$ cat src/rtl/pri_codec_pkg.sv
// pri_codec_pkg
//   Shared types and helpers for the priority encode/decode path.
//   - IDX_W_DEF / N_DEF : default index width and decoded vector width
//   - entry_t           : one buffered encoder result {none, idx}
//   - onehot_of()       : index -> one-hot lane vector
//   - thermo_of()       : index -> all lanes at or below the index
//                         (only with PRI_DECODER_THERMO_MASK_EN defined)
package pri_codec_pkg;

  localparam int IDX_W_DEF = 3;
  localparam int N_DEF     = 2 ** IDX_W_DEF;

  typedef struct packed {
    logic                 none;
    logic [IDX_W_DEF-1:0] idx;
  } entry_t;

  function automatic logic [N_DEF-1:0] onehot_of(input logic [IDX_W_DEF-1:0] idx);
    logic [N_DEF-1:0] vec;
    vec      = '0;
    vec[idx] = 1'b1;
    return vec;
  endfunction

`ifdef PRI_DECODER_THERMO_MASK_EN
  function automatic logic [N_DEF-1:0] thermo_of(input logic [IDX_W_DEF-1:0] idx);
    logic [N_DEF-1:0] vec;
    for (int k = 0; k < N_DEF; k++) begin
      vec[k] = (IDX_W_DEF'(k) <= idx);
    end
    return vec;
  endfunction
`endif

endpackage

$ cat src/rtl/pri_codec_fifo.sv
// pri_codec_fifo
//   Generic DEPTH-entry synchronous FIFO (DEPTH must be a power of two).
//   Ports:
//     clk, rst        - clock, synchronous active-high reset
//     push, push_data - write request and data (ignored when full)
//     pop             - read request (ignored when empty)
//     head            - oldest entry (undefined while empty)
//     full, empty     - occupancy flags
//     count           - number of stored entries, 0..DEPTH
module pri_codec_fifo
  import pri_codec_pkg::*;
#(
  parameter int  DEPTH = 2,
  parameter type T     = entry_t,
  localparam int PTR_W = $clog2(DEPTH),
  localparam int CNT_W = PTR_W + 1
) (
  input  logic             clk,
  input  logic             rst,
  input  logic             push,
  input  T                 push_data,
  input  logic             pop,
  output T                 head,
  output logic             full,
  output logic             empty,
  output logic [CNT_W-1:0] count
);

  T               mem [DEPTH];
  logic [PTR_W-1:0] wr_ptr;
  logic [PTR_W-1:0] rd_ptr;
  logic             do_push;
  logic             do_pop;

  assign full    = (count == CNT_W'(DEPTH));
  assign empty   = (count == '0);
  assign do_push = push && !full;
  assign do_pop  = pop && !empty;
  assign head    = mem[rd_ptr];

  // Pointers wrap naturally because DEPTH is a power of two.
  always_ff @(posedge clk) begin
    if (rst) begin
      wr_ptr <= '0;
      rd_ptr <= '0;
      count  <= '0;
    end else begin
      if (do_push) begin
        mem[wr_ptr] <= push_data;
        wr_ptr      <= wr_ptr + PTR_W'(1);
      end
      if (do_pop) begin
        rd_ptr <= rd_ptr + PTR_W'(1);
      end
      case ({do_push, do_pop})
        2'b10:   count <= count + CNT_W'(1);
        2'b01:   count <= count - CNT_W'(1);
        default: count <= count;
      endcase
    end
  end

  // Callers are expected to respect full/empty; flag it if they do not.
  always_ff @(posedge clk) begin
    if (!rst) begin
      assert (!(push && full))  else $error("pri_codec_fifo: push while full");
      assert (!(pop && empty))  else $error("pri_codec_fifo: pop while empty");
      assert (count <= CNT_W'(DEPTH)) else $error("pri_codec_fifo: count overflow");
    end
  end

endmodule

$ cat src/rtl/pri_decoder_3to8_buf.sv
// pri_decoder_3to8_buf
//   Buffered inverse of the 8-to-3 priority encoder: stores {none, idx}
//   results in a small FIFO and regenerates the one-hot grant vector for
//   the head entry.
//   Ports:
//     clk, rst                       - clock, synchronous active-high reset
//     in_valid, in_ready             - upstream handshake
//     in_idx, in_none                - encoded index and all-zero flag
//     out_valid, out_ready           - downstream handshake
//     out_onehot                     - decoded one-hot vector of head entry
//     out_mask                       - lanes at or below head index
//                                      (only with PRI_DECODER_THERMO_MASK_EN)
//   Optional feature macro: PRI_DECODER_THERMO_MASK_EN
module pri_decoder_3to8_buf
  import pri_codec_pkg::*;
#(
  parameter int  IDX_W = 3,
  parameter int  DEPTH = 2,
  localparam int N     = 2 ** IDX_W
) (
  input  logic             clk,
  input  logic             rst,
  input  logic             in_valid,
  output logic             in_ready,
  input  logic [IDX_W-1:0] in_idx,
  input  logic             in_none,
  output logic             out_valid,
  input  logic             out_ready,
  output logic [N-1:0]     out_onehot
`ifdef PRI_DECODER_THERMO_MASK_EN
  ,
  output logic [N-1:0]     out_mask
`endif
);

  typedef struct packed {
    logic             none;
    logic [IDX_W-1:0] idx;
  } slot_t;

  localparam int CNT_W = $clog2(DEPTH) + 1;

  slot_t            wr_slot;
  slot_t            head;
  logic             full;
  logic             empty;
  logic [CNT_W-1:0] count;
  logic             push;
  logic             pop;
  logic [N-1:0]     onehot_dec;

  assign wr_slot = '{none: in_none, idx: in_idx};

  // Both handshakes are forced off while rst is high so nothing is
  // accepted or delivered in a flushing cycle.
  assign in_ready  = !full && !rst;
  assign out_valid = !empty && !rst;
  assign push      = in_valid && in_ready;
  assign pop       = out_valid && out_ready;

  pri_codec_fifo #(
    .DEPTH (DEPTH),
    .T     (slot_t)
  ) u_fifo (
    .clk       (clk),
    .rst       (rst),
    .push      (push),
    .push_data (wr_slot),
    .pop       (pop),
    .head      (head),
    .full      (full),
    .empty     (empty),
    .count     (count)
  );

  generate
    if (IDX_W == IDX_W_DEF) begin : g_pkg_dec
      assign onehot_dec = onehot_of(head.idx);
    end else begin : g_loop_dec
      always_comb begin
        onehot_dec = '0;
        for (int k = 0; k < N; k++) begin
          onehot_dec[k] = (head.idx == IDX_W'(k));
        end
      end
    end
  endgenerate

  // A "none" entry still presents out_valid but decodes to all zeros.
  assign out_onehot = (out_valid && !head.none) ? onehot_dec : '0;

`ifdef PRI_DECODER_THERMO_MASK_EN
  logic [N-1:0] thermo_dec;

  generate
    if (IDX_W == IDX_W_DEF) begin : g_pkg_thermo
      assign thermo_dec = thermo_of(head.idx);
    end else begin : g_loop_thermo
      always_comb begin
        thermo_dec = '0;
        for (int k = 0; k < N; k++) begin
          thermo_dec[k] = (IDX_W'(k) <= head.idx);
        end
      end
    end
  endgenerate

  assign out_mask = (out_valid && !head.none) ? thermo_dec : '0;
`endif

  logic unused_count;
  assign unused_count = ^count;

endmodule

$ cat config.mk
export PLATFORM = sky130hd
export DESIGN_NAME = pri_decoder_3to8_buf
export DESIGN_NICKNAME = d
export VERILOG_FILES = /design/src/rtl/pri_codec_pkg.sv /design/src/rtl/pri_codec_fifo.sv /design/src/rtl/pri_decoder_3to8_buf.sv
export SDC_FILE = /design/constraint.sdc
export NUM_CORES = 1
export LEC_CHECK = 0
export ABC_AREA = 0
export ABC_CLOCK_PERIOD_IN_PS = 2100
export CORE_UTILIZATION = 44
export DETAILED_ROUTE_END_ITERATION = 10
export HOLD_SLACK_MARGIN = 0.08
export PLACE_DENSITY = 0.74
export SYNTH_ARGS = -nofsm -noshare
export SYNTH_HDL_FRONTEND = slang
export SYNTH_SLANG_ARGS = --single-unit
$ cat constraint.sdc
create_clock -name clk -period 2.1 [get_ports clk]
set_input_delay 0.63 -clock clk [delete_from_list [all_inputs] [get_ports clk]]
set_output_delay 0.63 -clock clk [all_outputs]
set_load 0.01 [all_outputs]
# Yosys cells after proc, flatten, opt, wreduce, memory -nomap -nowiden
# Memories as Yosys holds them, arrays and structs flattened. A register that Yosys moved wholly into a read port is not among the register bits.
# Index checks and enable logic that the tools add are counted.
# classes
addsub,4
order_cmp,2
eq_ne,3
muxes,9
n_reduce_logical,14
# op_table
cell,count
$logic_and 1x1->1,8
$mux 8,1
$mux 1,6
$eq 2x2->1 const B,2
$logic_not 1->1,4
$lt 3x4->1 const B,1
$pmux 2 s2,1
$demux 1 s3,1
$ge 3x1->1 const B,1
$add 1x1->1 const B,2
$add 2x1->2 const B,1
$eq 2x1->1 const B,1
$logic_not 2->1,1
$reduce_bool 2->1,1
$sub 2x1->2 const B,1
# word_totals
register_bits,4
mem_bits_rw,8
in_bits,8
output_inout_bits,10
elab_cells,36
memories,1
# mem_list
memory,depth,word_bits,read_ports,rd_ports_with_merged_regs,wr,line,text
u_fifo.mem,2,4,1,1,1,pri_codec_fifo.sv:29,T mem [DEPTH];

# Longest topological paths before layout
# Gate-level depths: netlist of run 1.
# depth
ltp_word,8
depth_mapped,7
ltp_nobuf,7

# Cells and area by module
# From an unflattened synthesis of run 1, not the netlist that was laid out.
# hier_totals
hier_cells,55
area_unflattened_um2,613.1
# modules_own_cells
module,instances,cells_per_inst,area_per_inst_um2,seq_area_each_um2
pri_codec_fifo,1,37,508.0,340.3
pri_decoder_3to8_buf,1,18,105.1,0.0

# Worst setup path before layout of run 1
# No wires, ideal clock.
# synth_timing
path_kind,input to register
start,input port rst
end,register u_fifo.count[1]
setup_time_ns,0.070
arrival_ns,1.832
required_time_ns,2.030
path_slack_ns,0.199
path_stages,6
n_path_buf,1
cell_sequence,o21ba_4 > and2_0 > buf_2 > ha_1 > or3_1 > a21oi_1
# synth_via
elab_chain_len,6
elab_cells_between_ends,11
cone_classes,eq/ne: 2; mux: 1; reduce/logical: 8
# synth_lines
element,line,text
from (decl),pri_decoder_3to8_buf.sv:22,"input logic rst,"
$logic_not 1->1 (*),-,
$logic_and 1x1->1 (*),pri_decoder_3to8_buf.sv:57,assign out_valid = !empty && !rst;
$logic_and 1x1->1 (*),pri_decoder_3to8_buf.sv:59,assign pop = out_valid && out_ready;
$logic_and 1x1->1 (*),pri_codec_fifo.sv:38,assign do_pop = pop && !empty;
via u_fifo.do_pop,pri_codec_fifo.sv:33,logic do_pop;
$eq 2x1->1 or $eq 2x2->1 (tied branches),pri_codec_fifo.sv:55,"case ({do_push, do_pop})"
$pmux 2 s2 or $reduce_bool 2->1 (tied branches),-,
to (signal assigned),pri_codec_fifo.sv:56,2'b10: count <= count + CNT_W'(1);
to (signal assigned),pri_codec_fifo.sv:57,2'b01: count <= count - CNT_W'(1);
to (signal assigned),pri_codec_fifo.sv:58,default: count <= count;
to (decl),pri_codec_fifo.sv:26,output logic [CNT_W-1:0] count
# The timed path passes the listed nets; every way through them passes the cells marked *.
# A chain may end at the register's enable or synchronous reset.

==> run summary, run 1 <==
==============================================================================
Post-synthesis cell type count ..................................           27
Cell taking the most area after synthesis .......................     edfxtp_1
Layout net count ................................................           96
Initial core utilization ........................................        47.6%
Biggest fanout along the worst timing path ......................            7
Fraction of final layout cells sized beyond drive strength 1 ....        26.7%
Global-route wire length before repair ..........................      1610 µm
Insertion delay of the later-clocked pin in the worst-skew pair .      0.26 ns
Post-synthesis sequential element count .........................           13
Die Span Y ......................................................      39.5 µm
Die X-Extent ....................................................      39.5 µm
Average routed wire per standard cell ...........................      10.3 µm
Number of buffers created by CTS ................................            3
Signal arrival time at the worst endpoint .......................      1.35 ns
Clock-pin slew on the worst setup and hold paths ................      0.07 ns
Outcome ......................................................... finished clean
DRT antenna net count ...........................................            0
Overall fraction of global-route tracks in use ..................        15.8%
Relative slew margins ...........................................        84.9%
Classification of the worst setup path ..........................   reg -> out
Number of buffers inserted by port buffering ....................           17
Cell count after placement ......................................           97
Hold WC Path Type ...............................................   reg -> reg
Worst-margin pin slew ...........................................     0.221 ns
Global placer's final weighted congestion .......................        0.687
Fraction of met2 tracks used by global routing ..................        29.1%
Sequential area share after synthesis ...........................        54.9%
# H-tree levels .................................................            1
Part of the cycle the worst path needs ..........................        94.1%
Power, Total ....................................................     0.568 mW
Max-cap check violation count ...................................            0
Worst slack after detailed placement ............................    -0.650 ns
TritonCTS Sinks .................................................           13
Antenna violations before repair ................................            0
Req. time, crit path ............................................      1.47 ns
Initial drt markers .............................................            7
Met1 Track Usage GR .............................................        17.5%
Fin. max-slew vios ..............................................            0
Layout area overhead ............................................        36.2%
Antenna diode instance count ....................................            0
GR Util met3 ....................................................        1.70%
Count of cells along the worst register-to-register path ........            6
Overflow left after global routing ..............................            0
Via count of the first global-routing pass ......................          420
Setup WS post-layout ............................................     0.124 ns
P_leak ..........................................................     0.358 nW
Fmax ............................................................    0.506 GHz
Clock Skew ......................................................   0.00121 ns
Vias/cell .......................................................         4.93
Commonest cells after routing, fill and taps aside .............. 12 x nor2_1, 8 x buf_2, 8 x buf_4, 8 x edfxtp_1, 6 x clkdlybuf4s50_1
Pwr dens ........................................................   674 nW/µm²
Final Setup Violations ..........................................            0
Router iterations before antenna repair .........................            4
Post-synth top area share .......................................        38.8%
Yosys warning count .............................................            0
Reg-to-Reg Start ................................................ u_fifo.count[1]
Area of the die .................................................     1560 µm²
Number of placement rows ........................................           13
Leading cell types by total area after synthesis ................ edfxtp_1 39%, dfxtp_1 16%, nor2_1 7.3%
TritonCTS clock tree ............................................          yes
Syn nets ........................................................           68
Peak supply drop ................................................     0.400 mV
Reg2Reg Capture Point ........................................... u_fifo.count[1]
Most common cell after layout, fill and taps aside ..............       nor2_1
Worst hold path depth ...........................................            1
Number of failing hold endpoints at the final stage .............            0
Pin count of the biggest net entering global routing ............            8
Number of setup buffers added after CTS .........................            0
Clk Tree Root Cell ..............................................     clkbuf_4
Mean instance size in the synthesized netlist ...................     10.5 µm²
Total negative setup slack ......................................         0 ns
Kind of start point of the critical path ........................    flip-flop
DRC Markers .....................................................            0
Total number of vias ............................................          498
RSZ-0062 raised after global routing ............................           no
Final Non-Filler Cells ..........................................          101
Top Ports .......................................................           18
Cell count after synthesis ......................................           59
Startpoint of the worst hold path ............................... u_fifo.rd_ptr
Crit end category ...............................................   output pin
Total Routed Length .............................................      1040 µm
Final HPWL DP ...................................................       849 µm
Worst setup slack for register-to-register paths ................      0.38 ns
Busiest metal layer after global routing ........................         met2
Area of the core ................................................     1300 µm²
Synthesized area ................................................      619 µm²
Min cycle time layout ...........................................      1.98 ns
Max clock buf depth .............................................            2
==============================================================================
[worst max path at each step]
stage | from | end | slack (ns) | cells past startpoint
floorplan | rst | u_fifo.count[1] | 0.20 | 6
global placement | rst | out_onehot[5] | -0.62 | 5
detailed placement | rst | out_onehot[2] | -0.65 | 5
CTS | rst | out_onehot[1] | 0.02 | 5
global route | flip-flop | out_onehot[6] | 0.02 | 5
finish | flip-flop | out_onehot[7] | 0.12 | 5
[synthesized netlist by cell type]
cell      count
nor2_1       12
edfxtp_1      8
dfxtp_1       5
inv_1         4
mux2i_1       4
nand2_1       3
a21oi_1       2
buf_2         2
a31oi_1       1
a32oi_1       1
and2_0        1
and3_1        1
and3b_1       1
ha_1          1
nand2b_1      1
nand3_1       1
nand3b_1      1
nor2b_1       1
nor3_1        1
nor4_1        1
o211ai_1      1
o21ai_0       1
o21ba_4       1
o32a_1        1
or3_1         1
xnor2_1       1
xor2_1        1
[stage by stage]
| stage | instance area (µm²) | hold slack (ns) | utilization, % |
|---|---|---|---|
| floorplan | 619 | 0.437 | - |
| global placement | 858 | 0.449 | 66.0 |
| detailed placement | 858 | 0.454 | 66.0 |
| CTS | 847 | 0.464 | 65.1 |
| global route | 843 | 0.484 | 64.8 |
| finish | 843 | 0.451 | 64.8 |
[logic make-up after synthesis]
logic type | count (synthesis) | share of synthesized area (%)
flops | 13 | 55.0
simple gates | 25 | 19.4
buf+inv | 6 | 4.04
mux | 4 | 6.46
xor+xnor | 2 | 2.83
compound gates | 8 | 10.3
fa+ha+maj | 1 | 2.02
[power by group]
| group | internal (mW) | leakage, nW | switching (mW) |
|---|---|---|---|
| logic | 0.0675 | 0.229 | 0.0521 |
| clock network | 0.0734 | 0.0150 | 0.0693 |
| registers | 0.292 | 0.115 | 0.0142 |
[repair_timing]
action                     CTS  global route
gates cloned                 0             0
resized for setup           37             2
setup endpoints to repair   11             8
hold buffers                 0             0
pin swaps                    8             1
[cell type report]
cell class	count	area [µm²]
well taps	15	18.8
repair buffers	25	183
multi-input cells	40	259
flip-flops and latches	13	342
inverters	4	15.0
clock buffers	4	26.3
fillers	111	458
[registers in the layout (all words and copies together) (netlist names), named ones only]
name / cells
u_fifo.count: 2
u_fifo.wr_ptr: 1
u_fifo.rd_ptr: 1
u_fifo.mem: 8
[metal layers]
metal	wire length, µm	vias to the layer above	part of all wire, %
li1	-	268	-
met1	481	214	46
met2	495	14	48
met3	52	2	5.0
met4	6	0	0.58
met5	0	-	0
[critical path, cell delays in order, from the launching register on]
cell	delay, ns
dfxtp_2	0.37
buf_4	0.15
and3b_1	0.17
a31oi_1	0.19
nor2_1	0.07
buf_2	0.14
Power figures use the tool's default switching activity.
==> run 2, diff against run 1 <==
ABC_CLOCK_PERIOD_IN_PS = not set   (was 2100)
CTS_CLUSTER_DIAMETER = 30   (was not set)
==> results of run 2 <==
No change in the layout: final DEF, timing and power equal those of run 1.
==> RTL change 1: new RTL, config.mk and constraints of run 2 <==
The option `PRI_DECODER_THERMO_MASK_EN` is turned on by a define.
--- a/src/rtl/pri_codec_pkg.sv
+++ b/src/rtl/pri_codec_pkg.sv
@@ -7,2 +7,4 @@
 //                         (only with PRI_DECODER_THERMO_MASK_EN defined)
+`define PRI_DECODER_THERMO_MASK_EN
+
 package pri_codec_pkg;
Formal check against the unedited RTL (old outputs only; new: out_mask): equivalent (Yosys induction, for registers that start in step).
==> RTL change 1 against run 2 <==
  * Die area rose by 10%
  * Via count rose by 28%
  * Register-to-register slack got worse by 0.13 ns
  * Final cell count rose by 22%
  * Combinational power rose by 52%
  * Area after synthesis rose by 11%
  * Wire length rose by 41%
  * Power rose by 11%
  * First-iteration DRC count fell by 86%
  * Worst hold slack improved by 0.012 ns
  * Sequential cell count did not move
  * Critical endpoint is now out_mask[7]
  * Setup slack got worse by 0.11 ns
  * Cell area rose by 25%
==> RTL change 1: results <==
metrics = {
    "status": {
        "status": "complete, no violations",
    },
    "synth": {
        "ys_seq_area_frac": 0.495,
        "postSynthNetCount": 77,
        "ys_types": 29,
        "synth.top_cell.area_share": 0.350,
        "synth.top_cells.by_area": "edfxtp_1, dfxtp_1, nor2_1, mux2i_1, a21oi_1",
        "netlist_top_cells_count": "nor2_1, edfxtp_1, dfxtp_1, inv_1, mux2i_1",
    },
    "timing": {
        "clock-skew-final_ns": 0.00631,
        "worst-slew-pin-transition_ns": 0.273,
    },
    "global_routing": {
        "grt_max_degree": 9,
        "number_of_global_route_vias_before_repair": 617,
        "grt_first_pass_wirelength_mm": 2.57,
        "grt_usage": 0.191,
    },
    "final_layout": {
        "largest_reg_flops": 8,
        "post_route_cells_drive_above_1_share": 0.426,
        "finalNetCount": 118,
        "fill_cells": 106,
    },
    "place": {
        "buffer_ports.inserted": 25,
        "gpl.final_weighted_congestion": 0.756,
        "post-dp-hpwl_mm": 1.12,
    },
    "route": {
        "postRouteWirelength_mm": 1.46,
        "drt_first_pass_iters": 3,
        "detailroute.via_count": 635,
        "drt-initial-drc-count": 1,
    },
    "clocking": {
        "cts.reportedPaths.clkPinSlew_ns": 0.07,
    },
    "worst_setup_path": {
        "critical-path-top-delay-family": "buffers and inverters",
        "cp.arrival_ns": 1.46,
        "cp_max_fo": 8,
        "regToRegStartpoint": "u_fifo.count[0]$_SDFFE_PP0P_",
        "ff2ff_setup_slack_ns": 0.25,
        "crit_slowest_cell": "o21ba_4",
    },
    "power_and_ir_drop": {
        "max-vdd-ir-drop_mv": 0.520,
        "power.leakage_nw": 0.483,
        "power_report.internal_total_mw": 0.464,
    },
}
==> RTL change 1: layer usage <==
layer  vias up  routed length, µm  track usage
li1        322                  -            -
met1       287                655        0.229
met2        24                697        0.328
met3         2                100       0.0435
met4         0                  6       0.0774
met5         -                  0            0
==> RTL change 1: logic make-up (layout without fill, tap and decap cells) <==
logic type / count (synthesis) / after routing / share of synthesized area
DFF: 13 / 13 / 0.495
and+or+nand+nor: 28 / 28 / 0.208
AOI/OAI and AO/OA: 12 / 12 / 0.129
adders and majority gates: 1 / 1 / 0.0182
buffers and inverters: 7 / 47 / 0.0510
xor gates and xnor gates: 2 / 2 / 0.0255
muxes: 5 / 5 / 0.0729
==> RTL change 1: power by group through the flow <==
stage | sequential [mW] | combinational (mW) | clock [mW]
4_1_cts | 0.309 | 0.174 | 0.152
6_report | 0.309 | 0.182 | 0.141
2_1_floorplan | 0.310 | 0.0916 | 0
5_1_grt | 0.312 | 0.198 | 0.157
3_3_place_gp | 0.313 | 0.163 | 0
3_5_place_dp | 0.315 | 0.167 | 0
==> RTL change 1: stage by stage <==
stage	instance area, µm²	hold slack, ns	instances	power, mW	worst slack [ns]
after floorplan	687	0.437	68	0.402	0.190
final	1050	0.463	123	0.632	0.0139
after detailed placement	1010	0.462	116	0.481	-0.684
after global placement	1010	0.451	116	0.476	-0.665
after CTS	1020	0.470	123	0.635	0.00287
after global routing	1050	0.518	123	0.667	-0.0472
==> RTL change 1: area by class of cell <==
class	instances	area (µm²)	share of cell area
repair buffers	38	288	0.273
multi-input cells	48	359	0.340
flip-flops and latches	13	344	0.326
clock buffers	4	26.3	0.0249
inverters	5	18.8	0.0178
well taps	15	18.8	0.0178
==> RTL change 1: what timing repair did <==
action | in CTS | in global routing
pin swaps | 10 | 3
endpoints found under the setup margin | 19 | 14
setup buffers | 3 | 0
gates resized for setup | 72 | 9
==> RTL change 1: path summary, 6_finish.rpt <==
check | cells past startpoint | to
setup reg to reg | 8 | u_fifo.count[1]$_SDFFE_PP0P_
hold / removal | 1 | register
setup / recovery | 6 | out_mask[7]
hold reg to reg | 1 | register
==> RTL change 2: new RTL, flow settings as in run 2 <==
Without the edit above. `DEPTH` is set to 2 in 2 places; all go to 4.
--- a/src/rtl/pri_codec_fifo.sv
+++ b/src/rtl/pri_codec_fifo.sv
@@ -12,3 +12,3 @@
 #(
-  parameter int  DEPTH = 2,
+  parameter int  DEPTH = 4,
   parameter type T     = entry_t,
--- a/src/rtl/pri_decoder_3to8_buf.sv
+++ b/src/rtl/pri_decoder_3to8_buf.sv
@@ -17,3 +17,3 @@
   parameter int  IDX_W = 3,
-  parameter int  DEPTH = 2,
+  parameter int  DEPTH = 4,
   localparam int N     = 2 ** IDX_W
Function: changed (Yosys sat finds a counterexample within 4 cycles, from zero or initial values and one cycle with rst high).
==> RTL change 2 against run 2 <==
  * The flow now finishes with violations (negative setup slack)
  * Critical path depth unchanged
  * Critical path type unchanged
  * Sequential share of layout area is 1.0 points lower
  * Setup slack worse by 0.75 ns
  * Wire length grew to 2.6 times the old value
  * Non-clock buffer count rose by 26
  * Largest cell class unchanged
  * Cell area grew 100%
  * Critical endpoint is now out_onehot[4]
  * Area after synthesis rose by 86%
  * Power is 87% higher
  * Sequential cell count is 12 higher
==> RTL change 2: results <==
metrics = {
    "synth": {
        "ys_seq_area_frac": 0.575,
        "synth_edf_count": 16,
        "syn-instance-count": 91,
        "netlist_top_cells_count": "edfxtp_1, nor2_1, dfxtp_1, inv_1",
        "ys_types": 25,
        "synth_top_flop_cell": "edfxtp_1",
        "synth.top_cells.by_area": "edfxtp_1, dfxtp_1, ha_1, mux4_1, nor2_1",
        "postSynthNetCount": 105,
    },
    "global_routing": {
        "grt_usage": 0.196,
        "grt_max_degree": 16,
        "grt_first_pass_wirelength_mm": 3.74,
    },
    "worst_setup_path": {
        "cp_max_fo": 3,
        "ff2ff_setup_slack_ns": -0.09,
        "reg2regPathDepth": 10,
        "cp.arrival_ns": 2.09,
    },
    "hold_path": {
        "whs_path_depth": 2,
    },
    "place": {
        "gpl.final_weighted_congestion": 0.769,
        "post-dp-hpwl_mm": 1.61,
        "numPlacedInstances": 150,
    },
    "route": {
        "dr_wl_met2_mm": 1.48,
        "drt-initial-drc-count": 20,
        "postRouteWirelength_mm": 2.69,
        "met3_length_um": 115,
        "detailroute.via_count": 922,
        "wire_per_inst_um": 15.5,
    },
    "power_and_ir_drop": {
        "switchingPower_mw": 0.290,
        "power.leakage_nw": 0.683,
    },
    "status": {
        "failed_checks": "negative setup slack",
        "status": "finished with violations",
    },
    "final_layout": {
        "post_route_cells_drive_above_1_share": 0.556,
        "fill_cells": 174,
        "registers_with_the_highest_flip_flop_counts": "u_fifo.mem: 16 flops, u_fifo.count: 3 flops",
    },
    "clocking": {
        "clock_latency_ns": 0.32,
        "cts.reportedPaths.clkPinSlew_ns": 0.13,
    },
    "timing": {
        "final.setup.worst_slack_ns": -0.622,
        "finalSetupViolCount": 9,
        "worst-slew-pin-transition_ns": 0.400,
        "fin_hold_ws_ns": 0.560,
    },
}
==> RTL change 2: path summary, 6_finish.rpt <==
| path | start | endpoint |
|---|---|---|
| max | register | out_onehot[4] |
| max reg2reg | u_fifo.count[2]$_SDFFE_PP0P_ | u_fifo.count[2]$_SDFFE_PP0P_ |
| min | u_fifo.rd_ptr[1]$_SDFFE_PP0P_ | register |
| min reg2reg | u_fifo.rd_ptr[1]$_SDFFE_PP0P_ | register |
==> RTL change 2: kinds of logic after synthesis <==
family	synth area share
buf+inv	0.0359
xor+xnor	0.0152
mux	0.0947
fa+ha+maj	0.0718
simple gates	0.153
flops	0.575
compound gates	0.0544
==> RTL change 2: metal layers <==
metal	vias to the layer above	global-route usage
met2	38	0.354
met4	0	0.127
met1	443	0.209
met3	7	0.0316
li1	434	-
met5	-	0
==> RTL change 2: repair_timing <==
action | 4_1_cts | 5_1_grt
resized for setup | 55 | 18
hold buffers | 0 | 0
setup buffers | 16 | 5
pin swaps | 9 | 12
endpoints found under the setup margin | 12 | 11
cloned | 1 | 0
==> RTL change 2: stage by stage <==
| step | setup slack (ns) | instance area (µm²) | power (mW) | setup TNS (ns) |
|---|---|---|---|---|
| global placement | -0.840 | 1490 | 0.752 | -13.30 |
| detailed placement | -0.851 | 1490 | 0.761 | -13.71 |
| global route | -0.688 | 1700 | 1.10 | -5.01 |
| finish | -0.622 | 1700 | 1.06 | -4.39 |
| floorplan | -0.0615 | 1200 | 0.674 | -0.407 |
| CTS | -0.640 | 1640 | 1.01 | -4.50 |
==> RTL change 2: power by group through the flow <==
stage          registers [mW]  logic (mW)  clock network (mW)
2_1_floorplan           0.569       0.105                   0
3_3_place_gp            0.567       0.184                   0
3_5_place_dp            0.569       0.192                   0
4_1_cts                 0.558       0.233               0.222
5_1_grt                 0.565       0.298               0.234
6_report                0.563       0.278               0.220
==> RTL change 2: layout make-up <==
type	instances	area [µm²]	area share
Clock buffer	3	22.5	0.0132
Inverter	9	33.8	0.0198
Sequential cell	25	673	0.395
Tap cell	30	37.5	0.0220
Clock inverter	1	7.51	0.00441
Timing Repair Buffer	51	393	0.231
Multi-Input combinational cell	55	537	0.315
==> RTL change 2: worst max-delay path, stage by stage, from the launching register on <==
cell and delay [ns]:
dfxtp_4 0.39, mux4_2 0.53, buf_6 0.14, or4_4 0.49, nor2_2 0.09, buf_2 0.13
